--- src/rtl/div_unit.sv ---
// Radix-2 restoring divider for MIPS DIV/DIVU: answers the hazard unit's level
// start with a one-cycle ready pulse carrying {remainder, quotient}.
module div_unit #(
  parameter int DATA_W = 32
) (
  input  logic                  clk,
  input  logic                  rst,
  input  logic                  start,
  input  logic                  signed_div,
  input  logic [DATA_W-1:0]     opdata1,
  input  logic [DATA_W-1:0]     opdata2,
  input  logic                  annul,
  output logic [2*DATA_W-1:0]   result,
  output logic                  ready
);
  localparam int CNT_W = $clog2(DATA_W + 1);
  localparam int WK_W  = 2*DATA_W + 1;

  typedef enum logic [1:0] {IDLE, BYZERO, ON, END} state_t;

  state_t               state, state_nxt;
  logic [CNT_W-1:0]     cnt, cnt_nxt;
  logic [WK_W-1:0]      work, work_nxt;
  logic [DATA_W-1:0]    dvs, dvs_nxt;
  logic                 neg_q, neg_q_nxt, neg_r, neg_r_nxt;
  logic [2*DATA_W-1:0]  result_nxt;
  logic                 ready_nxt;

  logic [DATA_W-1:0]    abs_a, abs_b, q_mag, r_mag, q_fin, r_fin;
  logic [WK_W-1:0]      shifted, step_w;
  logic [DATA_W:0]      diff;
  logic                 unused_work_msb;

  // Magnitudes and sign flags are taken from the operands only at ON entry.
  assign abs_a = (signed_div && opdata1[DATA_W-1]) ? -opdata1 : opdata1;
  assign abs_b = (signed_div && opdata2[DATA_W-1]) ? -opdata2 : opdata2;

  // One restoring step: shift in, trial-subtract, keep the difference if no borrow.
  assign shifted = {work[WK_W-2:0], 1'b0};
  assign diff    = shifted[WK_W-1:DATA_W] - {1'b0, dvs};
  assign step_w  = diff[DATA_W] ? shifted : {diff, shifted[DATA_W-1:1], 1'b1};

  assign q_mag = work[DATA_W-1:0];
  assign r_mag = work[2*DATA_W-1:DATA_W];
  assign q_fin = neg_q ? -q_mag : q_mag;
  assign r_fin = neg_r ? -r_mag : r_mag;

  // Restored partial remainder never exceeds the divisor, so the top bit stays 0.
  assign unused_work_msb = work[WK_W-1];

  always_comb begin
    state_nxt  = state;
    cnt_nxt    = cnt;
    work_nxt   = work;
    dvs_nxt    = dvs;
    neg_q_nxt  = neg_q;
    neg_r_nxt  = neg_r;
    result_nxt = result;
    ready_nxt  = 1'b0;
    case (state)
      IDLE: begin
        if (start && !annul) begin
          if (opdata2 == '0) begin
            state_nxt = BYZERO;
          end else begin
            state_nxt = ON;
            work_nxt  = {{(DATA_W+1){1'b0}}, abs_a};
            dvs_nxt   = abs_b;
            neg_q_nxt = signed_div && (opdata1[DATA_W-1] ^ opdata2[DATA_W-1]);
            neg_r_nxt = signed_div && opdata1[DATA_W-1];
            cnt_nxt   = '0;
          end
        end
      end
      BYZERO: begin
        if (annul || !start) begin
          state_nxt = IDLE;
        end else begin
          result_nxt = '0;
          ready_nxt  = 1'b1;
          state_nxt  = END;
        end
      end
      ON: begin
        if (annul || !start) begin
          state_nxt = IDLE;
        end else if (cnt == CNT_W'(DATA_W)) begin
          result_nxt = {r_fin, q_fin};
          ready_nxt  = 1'b1;
          state_nxt  = END;
        end else begin
          work_nxt = step_w;
          cnt_nxt  = cnt + 1'b1;
        end
      end
      END:     state_nxt = IDLE;
      default: state_nxt = IDLE;
    endcase
  end

  always_ff @(posedge clk) begin
    if (rst) begin
      state  <= IDLE;
      cnt    <= '0;
      work   <= '0;
      dvs    <= '0;
      neg_q  <= 1'b0;
      neg_r  <= 1'b0;
      result <= '0;
      ready  <= 1'b0;
    end else begin
      state  <= state_nxt;
      cnt    <= cnt_nxt;
      work   <= work_nxt;
      dvs    <= dvs_nxt;
      neg_q  <= neg_q_nxt;
      neg_r  <= neg_r_nxt;
      result <= result_nxt;
      ready  <= ready_nxt;
    end
  end
endmodule
--- config.mk ---
export PLATFORM = sky130hd
export DESIGN_NAME = div_unit
export DESIGN_NICKNAME = d
export VERILOG_FILES = /design/src/rtl/div_unit.sv
export SDC_FILE = /design/constraint.sdc
export NUM_CORES = 1
export LEC_CHECK = 0
export CORE_MARGIN = 2
export CORE_UTILIZATION = 30
export CTS_BUF_LIST = sky130_fd_sc_hd__clkbuf_16
export DETAILED_ROUTE_END_ITERATION = 16
export SLEW_MARGIN = 20
export SYNTH_ARGS = -nofsm -noshare
export SYNTH_HDL_FRONTEND = slang
export SYNTH_SLANG_ARGS = --single-unit
--- constraint.sdc ---
create_clock -name clk -period 3.04 [get_ports clk]
set_input_delay 0.608 -clock clk [delete_from_list [all_inputs] [get_ports clk]]
set_output_delay 0.608 -clock clk [all_outputs]
set_load 0.1 [all_outputs]
; Yosys cells after proc, flatten, opt, wreduce, memory -nomap -nowiden
; Cells that the tools add are included.
[op_classes]
n_addsub = 6
n_mul = 0
div_mod_pow = 0
n_lt_le_gt_ge = 0
n_eq_ne = 11
shift = 0
muxes = 29
bitwise_logic = 2
reduce_logical = 15
[op_table]
columns = cell, count
row1 = $mux 64, 8
row2 = $pmux 64 s2, 2
row3 = $mux 32, 4
row4 = $neg 32->32, 4
row5 = $sub 33x32->33, 1
row6 = $logic_not 32->1, 1
row7 = $mux 6, 4
row8 = $ne 2x2->1 const B, 6
row9 = $pmux 6 s2, 1
row10 = $mux 2, 5
row11 = $pmux 2 s4, 1
row12 = $add 6x1->6 const B, 1
row13 = $eq 6x6->1 const B, 1
row14 = $reduce_and 5->1, 1
row15 = $eq 2x2->1 const B, 2
row16 = $logic_and 1x1->1, 4
row17 = $reduce_and 4->1, 1
row18 = $reduce_bool 2->1, 2
row19 = $mux 1, 3
row20 = $ne 3x3->1 const B, 1
row21 = $reduce_and 3->1, 1
row22 = $eq 2x1->1 const B, 1
row23 = $logic_not 1->1, 2
row24 = $logic_not 2->1, 1
row25 = other kinds (5), 5
[totals]
ff_bits = 171
latch_bits = 0
ramBits = 0
mem_bits_ro = 0
input_bits = 69
out_inout_bits = 65
word_cells = 71
memories = 0

; Depth between registers and ports, before layout
; Gate-level depths: netlist (run 1).
[depth]
depth_word = 5
depth_mapped = 14
ltp_nobuf = 13

; Worst setup path before layout (run 1)
; OpenSTA, ideal clock, no wires.
[synth_timing]
path_type = flip-flop to flip-flop
start = register work[31]
end = register work[34]
setup_ns = 0.129
t_arrival_ns = 2.964
required_time_ns = 2.911
setup_slack_ns = -0.052
stages_incl_launch_ff = 15
synth_period_minus_slack_ns = 3.092
path_cell_list = dfxtp_1 -> inv_1 -> ha_1 -> fa_1 -> nand2b_1 -> a21oi_1 -> o21bai_1 -> a21oi_1 -> a21o_1 -> o31ai_1 -> o21ai_1 -> xor2_2 -> buf_4 -> mux2i_1 -> o21ai_0
[synth_between]
elab_chain_cells = 5
[synth_rtl]
columns = element, line
row1 = "start, declared", 23  ; logic [WK_W-1:0] work, work_nxt;
row2 = "start signal, assigned", 114  ; work <= work_nxt;
row3 = $sub 33x32->33, 40  ; assign diff = shifted[WK_W-1:DATA_W] - {1'b0, dvs};
row4 = $mux 64, 41  ; assign step_w = diff[DATA_W] ? shifted : {diff, shifted[DATA_W-1:1], 1'b1};
row5 = $mux 64, 87  ; end else if (cnt == CNT_W'(DATA_W)) begin
row6 = $mux 64, 85  ; if (annul || !start) begin
row7 = $pmux 64 s2, 60  ; case (state)
; No other way between the ends. The select of a mux whose other input is x is not followed.
; A chain may end at the register's enable or synchronous reset.

; Final worst setup path (run 1)
[layout_timing]
start = register dvs[1]
end = register work[63]
[layout_between]
elab_chain_cells = 5
[layout_rtl]
columns = element, line
row1 = "start, declared", 24  ; logic [DATA_W-1:0] dvs, dvs_nxt;
row2 = "start signal, assigned", 115  ; dvs <= dvs_nxt;
row3 = $sub 33x32->33, 40
row4 = $mux 64, 41
row5 = $mux 64, 87
row6 = $mux 64, 85
row7 = $pmux 64 s2, 60
; No other way between the ends. The select of a mux whose other input is x is not followed.

==> results.sh, run 1 <==
export IMPL_cts_hold_buf=0
export IMPL_io_pins=134
export IMPL_start_util_pct=30.36
export IMPL_drive_gt1_share_pct=18.62
export IMPL_setup_violations=0
export IMPL_async_flop_share_pct=0
export IMPL_numCtsBuffers=17
export IMPL_pwr_density_cell_nw_per_um2=556.1
export IMPL_die_w_um=193.5
export IMPL_worst_slack_ps=83.56
export IMPL_wirelength_um=33500
export IMPL_rsz0062_at_grt="yes"
export IMPL_clk_pin_slew_ps=70
export IMPL_synth_edff_count=0
export IMPL_maxCapViolCount=0
export IMPL_root_buffer="clkbuf_16"
export IMPL_pre_cts_ws_ps=-266.5
export IMPL_synth_cells=1397
export IMPL_dieArea_sq_um=37440
export IMPL_final_area_sq_um=14250
export IMPL_final_antenna_net_count=0
export IMPL_grt_start_max_net_pins=79
export IMPL_route_detailed_drc=0
export IMPL_power_switching_uw=2860
export IMPL_cts_sink_count=171
export IMPL_crit_top_cell="o21ai_0"
export IMPL_fin_skew_ps=10.83
export IMPL_vias_per_cell=4.979
export IMPL_path_max_fanout=3
export IMPL_synth_seq_cells=171
export IMPL_netlist_area_sq_um=10770
export IMPL_cp_slowest_cell="dfxtp_2"
export IMPL_chipHeight_um=193.5
export IMPL_start_kind="register"
export IMPL_synth_distinct_cells=69
export IMPL_syn_area_per_cell_sq_um=7.711
export IMPL_multi_input_comb_area_sq_um=6913
export IMPL_r2r_cells=13
export IMPL_crit_type="reg -> reg"
export IMPL_grt_pass1_wl_um=52830
export IMPL_num_vias=10510
export IMPL_cp_end_kind="register"
export IMPL_rows=69
export IMPL_max_freq_mhz=338.2
export IMPL_grt_overflow_total=0
export IMPL_holdWs_ps=454.4
export IMPL_wl_per_cell_um=15.87
export IMPL_synth_yosys_seq_area_share_pct=31.78
export IMPL_slew_viol_final=0
export IMPL_place_area_sq_um=13470
export IMPL_worstMarginPinSlew_ps=967.4
export IMPL_p_leak_uw=0.005683
export IMPL_antenna_found_initial=1
export IMPL_drt_iter0_markers=738
export IMPL_area_delta_synth_final_pct=32.27
export IMPL_fillers=3601
export IMPL_fin_tns_setup_ps=0
export IMPL_regArea_sq_um=3426
export IMPL_crit_chain="inv_1, ha_1, nor2b_1, o2111a_1, o2111ai_2, nand3_1, a21bo_2, a221oi_2, buf_4, o31a_1, o21ai_0, xnor2_1, o21ai_0"
export IMPL_status="complete, no violations"
export IMPL_hold_path_class="reg -> reg"
export IMPL_cp_data_required_time_ps=3360
export IMPL_routabilityCongestion=0.8837
export IMPL_clk_latency_ps=440
export IMPL_nNetsFinal=1748
export IMPL_fin_crit_ps=2956
export IMPL_instances_no_fill=2111
export IMPL_arrival_ps=3280
export IMPL_cellInternalPower_uw=5063
export IMPL_cts_tree="built"
export IMPL_synth_net_count=1509
export IMPL_io_buffers=133
export IMPL_drt_pass1_iter_count=6
export IMPL_irDropWorstVdd_v=0.0003170
export IMPL_hold_path_depth=2
export IMPL_grt_pass1_vias=9808
export IMPL_seqPwrFrac_pct=32.1
export IMPL_ys_warnings_count=0
export IMPL_dpl_hpwl_um=26060
export IMPL_clock_power_share_pct=30.0
export IMPL_combinationalPowerShare_pct=37.9
export IMPL_cts_max_level=4
export IMPL_max_stage_delay_ps=390
export IMPL_track_usage_pct=17.41
export IMPL_slew_headroom_pct=35.42
export IMPL_cts_buffer_depth=2
export IMPL_dp_cells=2068
export IMPL_synth_flop_cell="dfxtp_1"
export IMPL_final_hold_viol_count=0
export IMPL_post_route_period_util_pct=97.25
export IMPL_swShare_pct=36.09
export IMPL_core_sq_um=35480
==> cell usage after synthesis, types with 14 or more instances <==
cell,count,area (sq um)
mux2i_1,27,270.3
ha_1,42,525.5
a22oi_1,40,300.3
a211oi_1,35,262.8
nand2_1,209,784.5
o21ai_0,110,550.5
nor3_1,17,85.08
nand3_1,26,130.1
o31ai_1,25,187.7
xor2_1,58,508.0
xnor2_1,96,840.8
dfxtp_1,171,3423
a21oi_1,104,520.5
nor2_1,139,521.8
buf_2,14,70.07
clkbuf_1,55,206.5
inv_1,56,210.2
==> placed cells by master, fill, tap and decap left out, drive strengths merged, types with 11 or more instances in the layout <==
cell / count
ha: 42
a22oi: 41
buf: 230
nor2: 140
or4: 15
a21oi: 105
or3: 13
xnor2: 96
clkdlybuf4s50: 67
xor2: 59
inv: 66
dfxtp: 171
nand3: 27
a211oi: 35
o31ai: 26
clkbuf: 17
o41ai: 15
o21ai: 114
mux2i: 27
nand2: 209
nor4: 11
nor3: 19
==> flip-flops by register name (all words and copies together), names as in the netlist <==
| name | cells |
|---|---|
| dvs | 32 |
| cnt | 6 |
| neg_r | 1 |
| state | 2 |
| work | 64 |
| result | 64 |
| ready | 1 |
| neg_q | 1 |
==> path summary, 6_finish.rpt <==
kind / startpoint / to / slack, ps
hold reg to reg: dvs[22] / dvs[22] / 450
hold / removal: dvs[22] / dvs[22] / 450
setup / recovery: dvs[1] / work[63] / 80
setup reg to reg: dvs[1] / work[63] / 80
==> layer usage <==
layer | part of all wire, % | global-route usage [%]
met1 | 51 | 25.13
met2 | 43 | 26.43
met3 | 4.6 | 2.824
met4 | 2.1 | 5.372
met5 | 0 | 0
==> stage by stage <==
stage               total power, uW  util [%]
finish                         7923     40.15
global route                   8387     40.15
CTS                            7923     40.05
detailed placement             5430     37.96
global placement               5380     37.96
floorplan                      4473         -
==> power groups by stage <==
stage | Clock, uW | Combinational (uW) | Sequential [uW]
5_1_grt | 2510 | 3310 | 2570
3_3_place_gp | 0 | 2800 | 2580
6_report | 2380 | 3000 | 2540
4_1_cts | 2430 | 2960 | 2540
2_1_floorplan | 0 | 1920 | 2560
3_5_place_dp | 0 | 2840 | 2590
==> area by class of cell <==
cell class / instances / area share, %
Tap cell: 461 / 4.048
Multi-Input combinational cell: 1093 / 48.52
Clock buffer: 17 / 2.986
Clock inverter: 15 / 1.388
Inverter: 56 / 1.475
Sequential cell: 171 / 24.05
Antenna cell: 1 / 0.01756
Timing Repair Buffer: 297 / 17.52
==> worst max-delay path: cells and delay by family (launching register included) <==
family | cells | cell delay (ps)
simple gates | 2 | 290
flops | 1 | 390
compound gates | 7 | 1440
fa+ha+maj | 1 | 280
buf+inv | 2 | 220
xor+xnor | 1 | 200
==> kinds of logic after synthesis <==
kind of cell               synth area share (%)
and+or+nand+nor                           20.01
AOI/OAI and AO/OA                         22.95
DFF                                       31.78
xor gates and xnor gates                  12.67
buffers and inverters                     5.006
adders and majority gates                 5.064
muxes                                     2.509
==> timing repair <==
item / 4_1_cts / 5_1_grt
setup endpoints to repair: 27 / 41
resized for setup: 8 / 17
pin swaps: 4 / 9
setup buffers: 8 / 3
gates cloned: 1 / 0
Power figures use the tool's default switching activity.
==> run 2: changes to the inputs <==
Settings changed: CORE_UTILIZATION 30 to 51, PLACE_DENSITY set to 0.77.
==> run 2 against run 1 <==
Die area fell by 40%. Via count rose by 1.9%. Register-to-register slack got worse by 110 ps. The flow now finishes with violations (negative setup slack). Critical path type unchanged. Cell area fell by 1.9%. Flip-flop and latch count did not move. Clock power fell by 10%. Largest power group unchanged. Sequential power barely moved. Critical endpoint is now work[56]. Utilization rose by 27 points. Sequential share of layout area rose by 0.46 points. Routed wire length fell by 8.0%.
==> results.sh, run 2 (synthesized netlist as in run 1, its figures left out) <==
export IMPL_die_w_um=149.3
export IMPL_max_freq_mhz=326.6
export IMPL_r2r_start="work[38]"
export IMPL_hp_start="result[63]"
export IMPL_top_regs="result: 64 flops, work: 64 flops, dvs: 32 flops"
export IMPL_num_vias=10710
export IMPL_cts_hold_buf=0
export IMPL_regArea_sq_um=3426
export IMPL_cp_data_required_time_ps=3370
export IMPL_hold_path_class="reg -> reg"
export IMPL_fin_crit_ps=3062
export IMPL_r2r_cells=15
export IMPL_pwr_density_cell_nw_per_um2=549.4
export IMPL_grt_pass1_vias=9513
export IMPL_wirelength_um=30810
export IMPL_report_power_total_uw=7680
export IMPL_fin_skew_ps=10.29
export IMPL_numCtsBuffers=17
export IMPL_worstMarginPinSlew_ps=754.7
export IMPL_path_max_fanout=8
export IMPL_nNetsFinal=1738
export IMPL_combinationalPowerShare_pct=39.0
export IMPL_io_pins=134
export IMPL_p_leak_uw=0.005629
export IMPL_route_detailed_drc=0
export IMPL_final_core_util_pct=66.92
export IMPL_violations="negative setup slack"
export IMPL_irDropWorstVdd_v=0.0003628
export IMPL_drt_iter0_markers=723
export IMPL_cts_buffer_depth=2
export IMPL_grt_overflow_total=0
export IMPL_track_usage_pct=27.04
export IMPL_cts_tree="built"
export IMPL_dpl_hpwl_um=23280
export IMPL_power_switching_uw=2801
export IMPL_cp_end_kind="register"
export IMPL_crit_type="reg -> reg"
export IMPL_final_hold_viol_count=0
export IMPL_swShare_pct=36.48
export IMPL_io_buffers=133
export IMPL_vias_per_cell=5.596
export IMPL_worst_slack_ps=-21.53
export IMPL_root_buffer="clkbuf_16"
export IMPL_layout_common_cells="nand2_1, buf_4, dfxtp_1, nor2_1, a21oi_1"
export IMPL_drive_gt1_share_pct=18.43
export IMPL_final_antenna_net_count=0
export IMPL_rows=53
export IMPL_start_util_pct=51.57
export IMPL_rsz0062_at_grt="yes"
export IMPL_multi_input_comb_area_sq_um=6959
export IMPL_routabilityCongestion=0.9308
export IMPL_cts_max_level=4
export IMPL_cellInternalPower_uw=4879
export IMPL_antenna_found_initial=0
export IMPL_maxCapViolCount=0
export IMPL_setup_violations=6
export IMPL_dieArea_sq_um=22300
export IMPL_insertedDiodeCount=0
export IMPL_grt_pass1_wl_um=48890
export IMPL_reg2reg_to="work[56]"
export IMPL_hold_path_depth=2
export IMPL_post_route_period_util_pct=100.7
export IMPL_fillers=1725
export IMPL_cts_sink_count=171
export IMPL_start_kind="register"
export IMPL_grt_start_max_net_pins=79
export IMPL_slew_headroom_pct=49.22
export IMPL_clock_power_share_pct=27.8
export IMPL_wl_per_cell_um=16.10
export IMPL_arrival_ps=3390
export IMPL_reg2reg_slack_ps=-20
export IMPL_clk_pin_slew_ps=70
export IMPL_seqPwrFrac_pct=33.2
export IMPL_status="finished with violations"
export IMPL_holdPathEnd="result[63]"
export IMPL_drt_pass1_iter_count=6
export IMPL_core_sq_um=20890
export IMPL_chipHeight_um=149.3
export IMPL_slew_viol_final=0
export IMPL_area_delta_synth_final_pct=29.77
export IMPL_clk_latency_ps=440
[run 2: changes by cell type in the layout (fill, tap and decap cells not counted), moves of 5 or more]
| cell | previous run | this run |
|---|---|---|
| a2bb2oi_2 | 0 | 5 |
| a2bb2oi_1 | 5 | 0 |
| buf_4 | 221 | 207 |
| o21ai_0 | 107 | 87 |
| o21ai_1 | 6 | 25 |
[run 2: worst max path at each step]
| stage | start | end | cells past startpoint |
|---|---|---|---|
| after detailed placement | opdata2[1] | dvs[29] | 10 |
| after global routing | work[31] | work[57] | 16 |
| after CTS | work[31] | work[60] | 16 |
| final | work[38] | work[56] | 15 |
| after global placement | opdata2[14] | work[0] | 12 |
| after floorplan | work[31] | work[39] | 14 |
[run 2: worst max-delay path, cell delays in order, from the launching register on]
cell and delay, ps:
dfxtp_1 340, ha_1 340, buf_4 150, o21a_1 100, o2111ai_1 180, o21bai_4 170, a21oi_2 90, a21o_1 230
o31ai_4 280, o21ai_1 100, buf_4 160, xor2_4 190, buf_6 160, clkbuf_16 160, mux2i_1 120, a22o_1 180
[run 2: per-layer routing]
layer	global-route usage (%)	share of wire, %
met1	40.87	49
met5	0	0
met2	40.46	44
met3	3.639	6.8
met4	6.619	1.1
[run 2: per-stage QoR]
step / instance area (sq um) / worst slack [ps] / TNS (ps) / std cells / hold slack, ps
after floorplan: 10790 / 22.59 / 0 / 1397 / 431.9
after global placement: 13160 / -97.97 / -1943 / 1872 / 438.7
after detailed placement: 13160 / -262.9 / -7049 / 1872 / 448.4
after CTS: 13810 / 2.235 / 0 / 1907 / 459.8
after global routing: 13980 / -154.2 / -3604 / 1914 / 467.7
final: 13980 / -21.53 / -50.39 / 1914 / 455.7
[run 2: power groups by stage]
stage                     Combinational [uW]  Clock (uW)  Sequential, uW
after floorplan                         1920           0            2560
after detailed placement                2760           0            2590
after global routing                    3270        2240            2570
after CTS                               2840        2150            2540
after global placement                  2710           0            2580
final                                   2990        2140            2550
[run 2: layout make-up]
type / count / share of cell area, %
Sequential cell: 171 / 24.51
Multi-Input combinational cell: 1093 / 49.79
Clock inverter: 15 / 0.9846
Clock buffer: 17 / 3.043
Tap cell: 275 / 2.462
Timing Repair Buffer: 287 / 17.71
Inverter: 56 / 1.504
[run 2: timing repair]
item,in CTS,in global routing
hold endpoints to repair,0,0
buffers inserted,2,6
cloned,1,2
setup endpoints to repair,33,34
gates resized for setup,8,46
pin swaps,1,14
